File: src/rtl/div_seq.sv
// Multi-cycle divider for the EX stage: DIV/DIVU as a radix-2 restoring
// shift-subtract, one quotient bit per clock. Holds the pipeline through
// stallreq_o and returns {remainder, quotient} for the HI/LO write.
module div_seq #(
   parameter int DATA_W = 32
) (
   input  logic                  clk,
   input  logic                  rst,
   input  logic                  signed_div_i,
   input  logic [DATA_W-1:0]     opdata1_i,
   input  logic [DATA_W-1:0]     opdata2_i,
   input  logic                  start_i,
   input  logic                  annul_i,
   output logic [2*DATA_W-1:0]   result_o,
   output logic                  ready_o,
   output logic                  stallreq_o
);

   localparam int CNT_W = $clog2(DATA_W);

   typedef enum logic [1:0] {
      ST_FREE    = 2'b00,
      ST_BY_ZERO = 2'b01,
      ST_ON      = 2'b10,
      ST_END     = 2'b11
   } state_t;

   state_t                    state;
   logic [CNT_W-1:0]          cnt;
   logic [DATA_W-1:0]         abs_b;
   logic [2*DATA_W-1:0]       work;      // {partial remainder, quotient}
   logic                      neg_quo;
   logic                      neg_rem;

   logic signed [DATA_W-1:0]  op_a;
   logic signed [DATA_W-1:0]  op_b;
   logic [DATA_W:0]           sh_rem;
   logic                      sub_ok;
   logic [DATA_W-1:0]         sub_rem;
   logic [DATA_W-1:0]         step_rem;
   logic [DATA_W-1:0]         step_quo;

   // Magnitude of an operand; the most negative value maps to 2^(W-1) unsigned.
   function automatic logic [DATA_W-1:0] mag(input logic signed [DATA_W-1:0] x,
                                             input logic use_sign);
      if (use_sign && (x < 0))
         mag = $unsigned(-x);
      else
         mag = $unsigned(x);
   endfunction

   // Two's-complement negate when en is set (wraps for the most negative value).
   function automatic logic [DATA_W-1:0] cond_neg(input logic [DATA_W-1:0] x,
                                                  input logic en);
      if (en)
         cond_neg = (~x) + DATA_W'(1);
      else
         cond_neg = x;
   endfunction

   assign op_a = opdata1_i;
   assign op_b = opdata2_i;

   assign stallreq_o = start_i & ~ready_o & ~annul_i;

   // One restoring step: shift the work register left, trial-subtract |b|.
   always_comb begin
      sh_rem   = {work[2*DATA_W-1:DATA_W], work[DATA_W-1]};
      sub_ok   = (sh_rem >= {1'b0, abs_b});
      // The true difference is below |b| when kept, so W bits suffice.
      sub_rem  = sh_rem[DATA_W-1:0] - abs_b;
      step_rem = sub_ok ? sub_rem : sh_rem[DATA_W-1:0];
      step_quo = {work[DATA_W-2:0], sub_ok};
   end

   // Sequencer FSM with registered result/ready; data registers are only
   // loaded, never cleared, since every accept overwrites them.
   always_ff @(posedge clk) begin
      if (rst) begin
         state    <= ST_FREE;
         cnt      <= '0;
         result_o <= '0;
         ready_o  <= 1'b0;
      end else begin
         case (state)
            ST_FREE: begin
               ready_o <= 1'b0;
               if (start_i && !annul_i) begin
                  if (opdata2_i == '0) begin
                     state <= ST_BY_ZERO;
                  end else begin
                     abs_b   <= mag(op_b, signed_div_i);
                     work    <= {{DATA_W{1'b0}}, mag(op_a, signed_div_i)};
                     neg_quo <= signed_div_i & (opdata1_i[DATA_W-1] ^ opdata2_i[DATA_W-1]);
                     neg_rem <= signed_div_i & opdata1_i[DATA_W-1];
                     cnt     <= '0;
                     state   <= ST_ON;
                  end
               end
            end
            ST_BY_ZERO: begin
               if (annul_i) begin
                  state <= ST_FREE;
               end else begin
                  work  <= '0;
                  state <= ST_END;
               end
            end
            ST_ON: begin
               if (annul_i) begin
                  state <= ST_FREE;
               end else begin
                  cnt <= cnt + CNT_W'(1);
                  if (cnt == CNT_W'(DATA_W - 1)) begin
                     work  <= {cond_neg(step_rem, neg_rem), cond_neg(step_quo, neg_quo)};
                     state <= ST_END;
                  end else begin
                     work <= {step_rem, step_quo};
                  end
               end
            end
            ST_END: begin
               if (annul_i || !start_i) begin
                  ready_o <= 1'b0;
                  state   <= ST_FREE;
               end else begin
                  ready_o  <= 1'b1;
                  result_o <= work;
               end
            end
            default: begin
               ready_o <= 1'b0;
               state   <= ST_FREE;
            end
         endcase
      end
   end

endmodule

File: config.mk
export PLATFORM = sky130hd
export DESIGN_NAME = div_seq
export DESIGN_NICKNAME = d
export VERILOG_FILES = /design/src/rtl/div_seq.sv
export SDC_FILE = /design/constraint.sdc
export NUM_CORES = 1
export LEC_CHECK = 0
export ABC_AREA = 1
export BUFFER_PORTS_ARGS = -buffer_cell sky130_fd_sc_hd__buf_2
export CAP_MARGIN = 20
export CORE_MARGIN = 2
export CORE_UTILIZATION = 65
export DETAILED_ROUTE_END_ITERATION = 8
export PLACE_DENSITY = 0.92
export SLEW_MARGIN = 20
export SYNTH_ARGS = -nofsm -noshare
export SYNTH_HDL_FRONTEND = slang
export SYNTH_SLANG_ARGS = --single-unit
File: constraint.sdc
create_clock -name clk -period 23.2 [get_ports clk]
set_input_delay 4.64 -clock clk [delete_from_list [all_inputs] [get_ports clk]]
set_output_delay 4.64 -clock clk [all_outputs]
set_load 0.02 [all_outputs]
## Word-level counts from Yosys, hierarchy flattened

Cells that the tools add are included.

- Flip-flop bits (word level): 170
- Input port bits: 69
- Output and inout port bits: 66

- Add/sub/neg operators: 6
- Order comparisons: 3
- Eq/ne operators: 10
- Muxes and demuxes: 24
- Bitwise logic cells: 12
- Reductions and logical operators: 16

Operators with widths:

| kind | number |
|---|---|
| two-way mux 64 bit | 5 |
| one-hot mux 64 bit (3 select lines) | 1 |
| two-way mux 32 bit | 5 |
| adder 32 x 1 -> 32 bit, second input constant | 2 |
| less-than comparator 32 x 1 -> 1 bit, second input constant | 2 |
| negation 32 bit | 2 |
| NOT 32 bit | 2 |
| greater-or-equal comparator 33 x 32 -> 1 bit | 1 |
| logical NOT 32 bit | 1 |
| subtractor 32 bit | 1 |
| two-way mux 5 bit | 3 |
| two-way mux 2 bit | 6 |
| != test 2 bit, second input constant | 5 |
| one-hot mux 5 bit (2 select lines) | 1 |
| one-hot mux 2 bit (4 select lines) | 1 |
| AND reduction 4 bit | 2 |
| AND reduction 6 bit | 1 |
| adder 5 x 1 -> 5 bit, second input constant | 1 |
| equality test 5 bit, second input constant | 1 |
| NOT 1 bit | 5 |
| bitwise AND 1 bit | 4 |
| equality test 2 bit, second input constant | 2 |
| nonzero test 2 bit | 2 |
| logical AND 1 bit | 3 |
| 11 further kinds | 12 |

## Logic depth before layout (Yosys ltp)

- Depth in word-level cells: 8
- Gate-level depth with buffers: 27
- Gate-level depth less buffers: 26

## Least setup slack after synthesis

OpenSTA, ideal clock, no wires.

- Path kind: input to register
- Start: in opdata2_i[0]
- End: reg work[0] (enable)
- Arrival: 15.453 ns
- Data required time: 22.372 ns
- Setup slack: 6.919 ns
- Stages on the path: 13
- Cell sequence: inv_1 > ha_1 > nand3_1 > nor3_1 > nand3_1 > nor2_1 > nand2_1 > nor2_1 > inv_1 > nor2_2 > nand4_1 > nand2_1 > a2111oi_0

- Word-level cells in the longest chain between the ends: 3

RTL lines:

| what | line | RTL |
|---|---|---|
| start: declaration | 11 | `input logic [DATA_W-1:0] opdata2_i,` |
| logical NOT 32 bit | 89 | `if (opdata2_i == '0) begin` |
| != test 2 bit (no source line) | -- |  |
| AND reduction 6 bit (no source line) | -- |  |
| end signal: assignment | 93 | `work <= {{DATA_W{1'b0}}, mag(op_a, signed_div_i)};` |
| end signal: assignment | 115 | `work <= {cond_neg(step_rem, neg_rem), cond_neg(step_quo, neg_quo)};` |
| end signal: assignment | 118 | `work <= {step_rem, step_quo};` |
| end: declaration | 31 | `logic [2*DATA_W-1:0] work;` |

No other way between the ends.
A chain may end at the register's enable or synchronous reset.

## Final worst setup path

- Start: in annul_i
- End: out stallreq_o

- Word-level cells in the longest chain between the ends: 2

RTL lines:

| what | line | RTL |
|---|---|---|
| start: declaration | 13 | `input logic annul_i,` |
| NOT 1 bit | 64 | `assign stallreq_o = start_i & ~ready_o & ~annul_i;` |
| bitwise AND 1 bit | 64 |  |
| end: declaration | 16 | `output logic stallreq_o` |

No other way between the ends.

==> key figures <==
Finish
  • Synth-to-Final Area Change: 10.7%
  • Multi-input gate area: 7140 um^2
  • Storage element area: 4380 um^2
  • Fin nets: 2149
  • Ratio of cells with drive above 1 in the final layout: 12.5%
  • Number of fillers in the final layout: 1617

Clock tree
  • Clk_lat worst skew: 0.44 ns
  • Htree depth: 4
  • Post-CTS resize count: 0
  • CTS tree: yes
  • Clk sink count: 170
  • Setup bufs post-CTS: 0
  • Clk slew on worst S/H paths: 0.07 ns
  • Total CTS buffers: 17
  • CTS Buffer Depth: 2
  • Hold buffers post-CTS: 0
  • CTS root buf: clkbuf_16

Worst setup path
  • Buf/Inv on CP: 3
  • Arr. time, crit path: 5.25 ns
  • CP max stage delay: 0.17 ns
  • CP max-delay cell: buf_2
  • Required @ worst endpoint: 18.56 ns
  • CP Cell Sequence: buf_2 -> inv_1 -> nand2_1 -> nor2_1 -> buf_2
  • Most frequent CP cell: buf_2
  • Top delay family on crit path: buffers and inverters
  • Critical path class: in2out
  • CP startpoint kind: input port
  • Crit path max fanout: 4
  • Worst Setup End Kind: primary output

Power
  • Clk network pwr share: 20.1%
  • Sw Ratio: 47.3%
  • NetSw: 0.000657 W
  • Lkg Pwr: 6.71 nW
  • Logic gate share of total power: 47.4%
  • Pwr dens: 97.7 nW/um^2
  • Int Power: 0.000733 W
  • Seq pwr share: 32.5%
  • Max IR drop VDD: 148 uV

Placed design
  • DPL Wire Length: 29700 um
  • Port Buffers: 134
  • RD Place Congestion: 1.06

Synthesis
  • Synth Register Bits: 170
  • Library cells used by synthesis: 53
  • Post-Synthesis Cell Area: 12900 um^2
  • Register area share after synthesis: 34.1%
  • Syn Area/Cell: 6.64 um^2
  • Post-Syn Instances: 1937
  • Net Count, Synth: 2048
  • Synth Warn #: 0

Routing
  • Vias: 13600
  • Drt wl/cell: 17.1 um
  • Post-route ant nets: 0
  • Detailed Route WL: 39700 um
  • Vias/cell: 5.89
  • Post-route DRC: 0
  • Starting DRT DRC Count: 1733
  • DRT Pass-1 Iters: 6

Floorplan
  • IO Count: 135
  • CORE AREA: 19500 um^2
  • Initial Util: 66.0%
  • Die footprint: 20900 um^2
  • Row count: 51
  • Die Width: 145 um
  • Chip height: 145 um

Run status
  • Status: completed

Timing
  • Hold WS: 0.457 ns
  • F_max: 0.101 GHz
  • Fin crit share: 42.6%
  • Worst slew pin tran: 0.994 ns
  • RSZ-0062 raised after global routing: false
  • Slew Viols, Final: 0
  • Min cycle time layout: 9.89 ns
  • Fin Clk Skew: 0.0115 ns
  • Endpoints failing setup: 0
  • Final Hold Violating Endpoints: 0
  • Relative slew margins: 33.7%
  • Final TNS setup: 0 ns

Flow run
  • Maxcap violations: 0

Global route
  • Initial antenna violation count: 5
  • Vias in the first global route: 12500
  • GRT overflow: 0
  • First-pass GRT wire length: 62400 um
  • GRT Resource Usage Total: 38.3%
  • Largest net degree at the start of global routing: 72

Hold path
  • Hold Path Class: reg2reg
## Yosys cell counts, drive strengths merged
cell     count  area share (%)
xor2        37             2.5
edfxtp      98              23
o41ai        2            0.14
o21bai       7            0.41
a31o         1           0.068
nand4       24             1.2
o221ai       1           0.068
nor2       205             6.5
o21ai       83             3.3
inv        280             8.2
nand2      586              18
buf         17             1.0
a22oi        2            0.12
a31oi        5            0.24
and3         1           0.049
a2111oi      1           0.068
a21o         2            0.12
o211ai       2            0.12
a221oi       2            0.14
nor3        34             1.5
nand3b      15            0.88
xnor2       16             1.1
o32ai        1           0.068
and2         2           0.097
nor4         3            0.15
nand3      189             7.8
a21oi      143             5.7
ha          41             4.0
o22ai        5            0.24
nor3b        2            0.12
fa           1            0.16
o31ai        7            0.41
clkbuf      43             1.3
or2          5            0.24
dfxtp       72              11
a32o         2            0.16
## cell usage in the layout (no fill, tap or decap), drive strengths merged, types with 2 or more instances in the layout
| cell | netlist | layout |
|---|---|---|
| ha | 41 | 41 |
| o31ai | 7 | 7 |
| nand3 | 189 | 189 |
| a21o | 2 | 2 |
| xor2 | 37 | 37 |
| clkinv | 0 | 9 |
| or2 | 5 | 5 |
| nor3b | 2 | 2 |
| a221oi | 2 | 2 |
| o41ai | 2 | 2 |
| inv | 280 | 282 |
| diode | 0 | 3 |
| a22oi | 2 | 2 |
| nand3b | 15 | 15 |
| a21oi | 143 | 143 |
| a32o | 2 | 2 |
| nand2 | 586 | 586 |
| and2 | 2 | 2 |
| xnor2 | 16 | 16 |
| o22ai | 5 | 5 |
| o21bai | 7 | 7 |
| dfxtp | 72 | 72 |
| o211ai | 2 | 2 |
| a31oi | 5 | 5 |
| nor3 | 34 | 34 |
| buf | 17 | 141 |
| nand4 | 24 | 24 |
| edfxtp | 98 | 98 |
| clkbuf | 43 | 21 |
| nor4 | 3 | 3 |
| nor2 | 205 | 205 |
| o21ai | 83 | 83 |
## registers in the layout, indices dropped and copies added (netlist names)
name      flops
work         64
neg_quo       1
state         2
result_o     64
neg_rem       1
cnt           5
ready_o       1
abs_b        32
## worst reg2reg max path, cell delays in order (launching register included)
cell and delay, ns:
edfxtp_1 0.52, ha_1 0.41, nand2_1 0.09, nand2_1 0.08
inv_1 0.07, nand2_1 0.12, inv_2 0.08, nand3_2 0.14
nand2_1 0.13, nand2_2 0.08, nand2_4 0.32, nand2_8 0.28
inv_2 0.37, ha_1 0.22, inv_1 0.06, nor3_1 0.21
inv_1 0.11, nor3_1 0.24, nand2_1 0.16, inv_1 0.14
nand4_1 0.13, nor3_1 0.50, a31oi_1 0.23, o21ai_0 0.20
a21oi_1 0.07, o21bai_1 0.16
## per-layer routing
layer	track usage, %	part of all wire [%]
met5	0	0.11
met4	16.5	4.4
met3	8.25	9.8
met2	64.5	47
met1	47.6	39
## final timing paths
check	start	cells past startpoint	endpoint	slack [ns]
max	annul_i	5	stallreq_o	13.31
min	result_o[52]	2	result_o[52]	0.46
max reg2reg	work[39]	25	work[30]	17.83
min reg2reg	result_o[52]	2	result_o[52]	0.46
## power groups by stage
stage	Combinational (W)	Sequential [W]	Clock [W]
6_report	0.000658	0.000452	0.000280
3_3_place_gp	0.000619	0.000453	0
4_1_cts	0.000640	0.000448	0.000279
3_5_place_dp	0.000633	0.000455	0
5_1_grt	0.000728	0.000455	0.000289
2_1_floorplan	0.000480	0.000446	0
## cells by family (layout without fill, tap and decap cells)
family                     Yosys count  in the layout  synth area share (%)
xor gates and xnor gates            53             53                  3.61
AOI/OAI and AO/OA                  266            266                  11.3
adders and majority gates           42             42                  4.15
DFF                                170            170                  34.1
and+or+nand+nor                   1066           1066                  36.4
other                                0              3                     0
buffers and inverters              340            454                  10.5
## layout make-up
type	count	share of cell area (%)
inverters	280	7.40
flip-flops and latches	170	30.8
well taps	265	2.33
repair buffers	142	5.26
clock buffers	20	3.22
clock inverters	12	0.748
multi-input cells	1427	50.2
diodes	3	0.0528
## through the flow
stage	utilization, %	power (W)	std cells	setup WS (ns)	area, um^2
floorplan	-	0.000926	1937	6.92	12900
global placement	70.0	0.00107	2283	13.34	13600
detailed placement	70.0	0.00109	2283	13.32	13600
CTS	72.9	0.00137	2315	13.32	14200
global route	73.1	0.00147	2317	13.27	14200
finish	73.1	0.00139	2319	13.31	14200
Note: power is estimated with default switching activity, not from simulation.
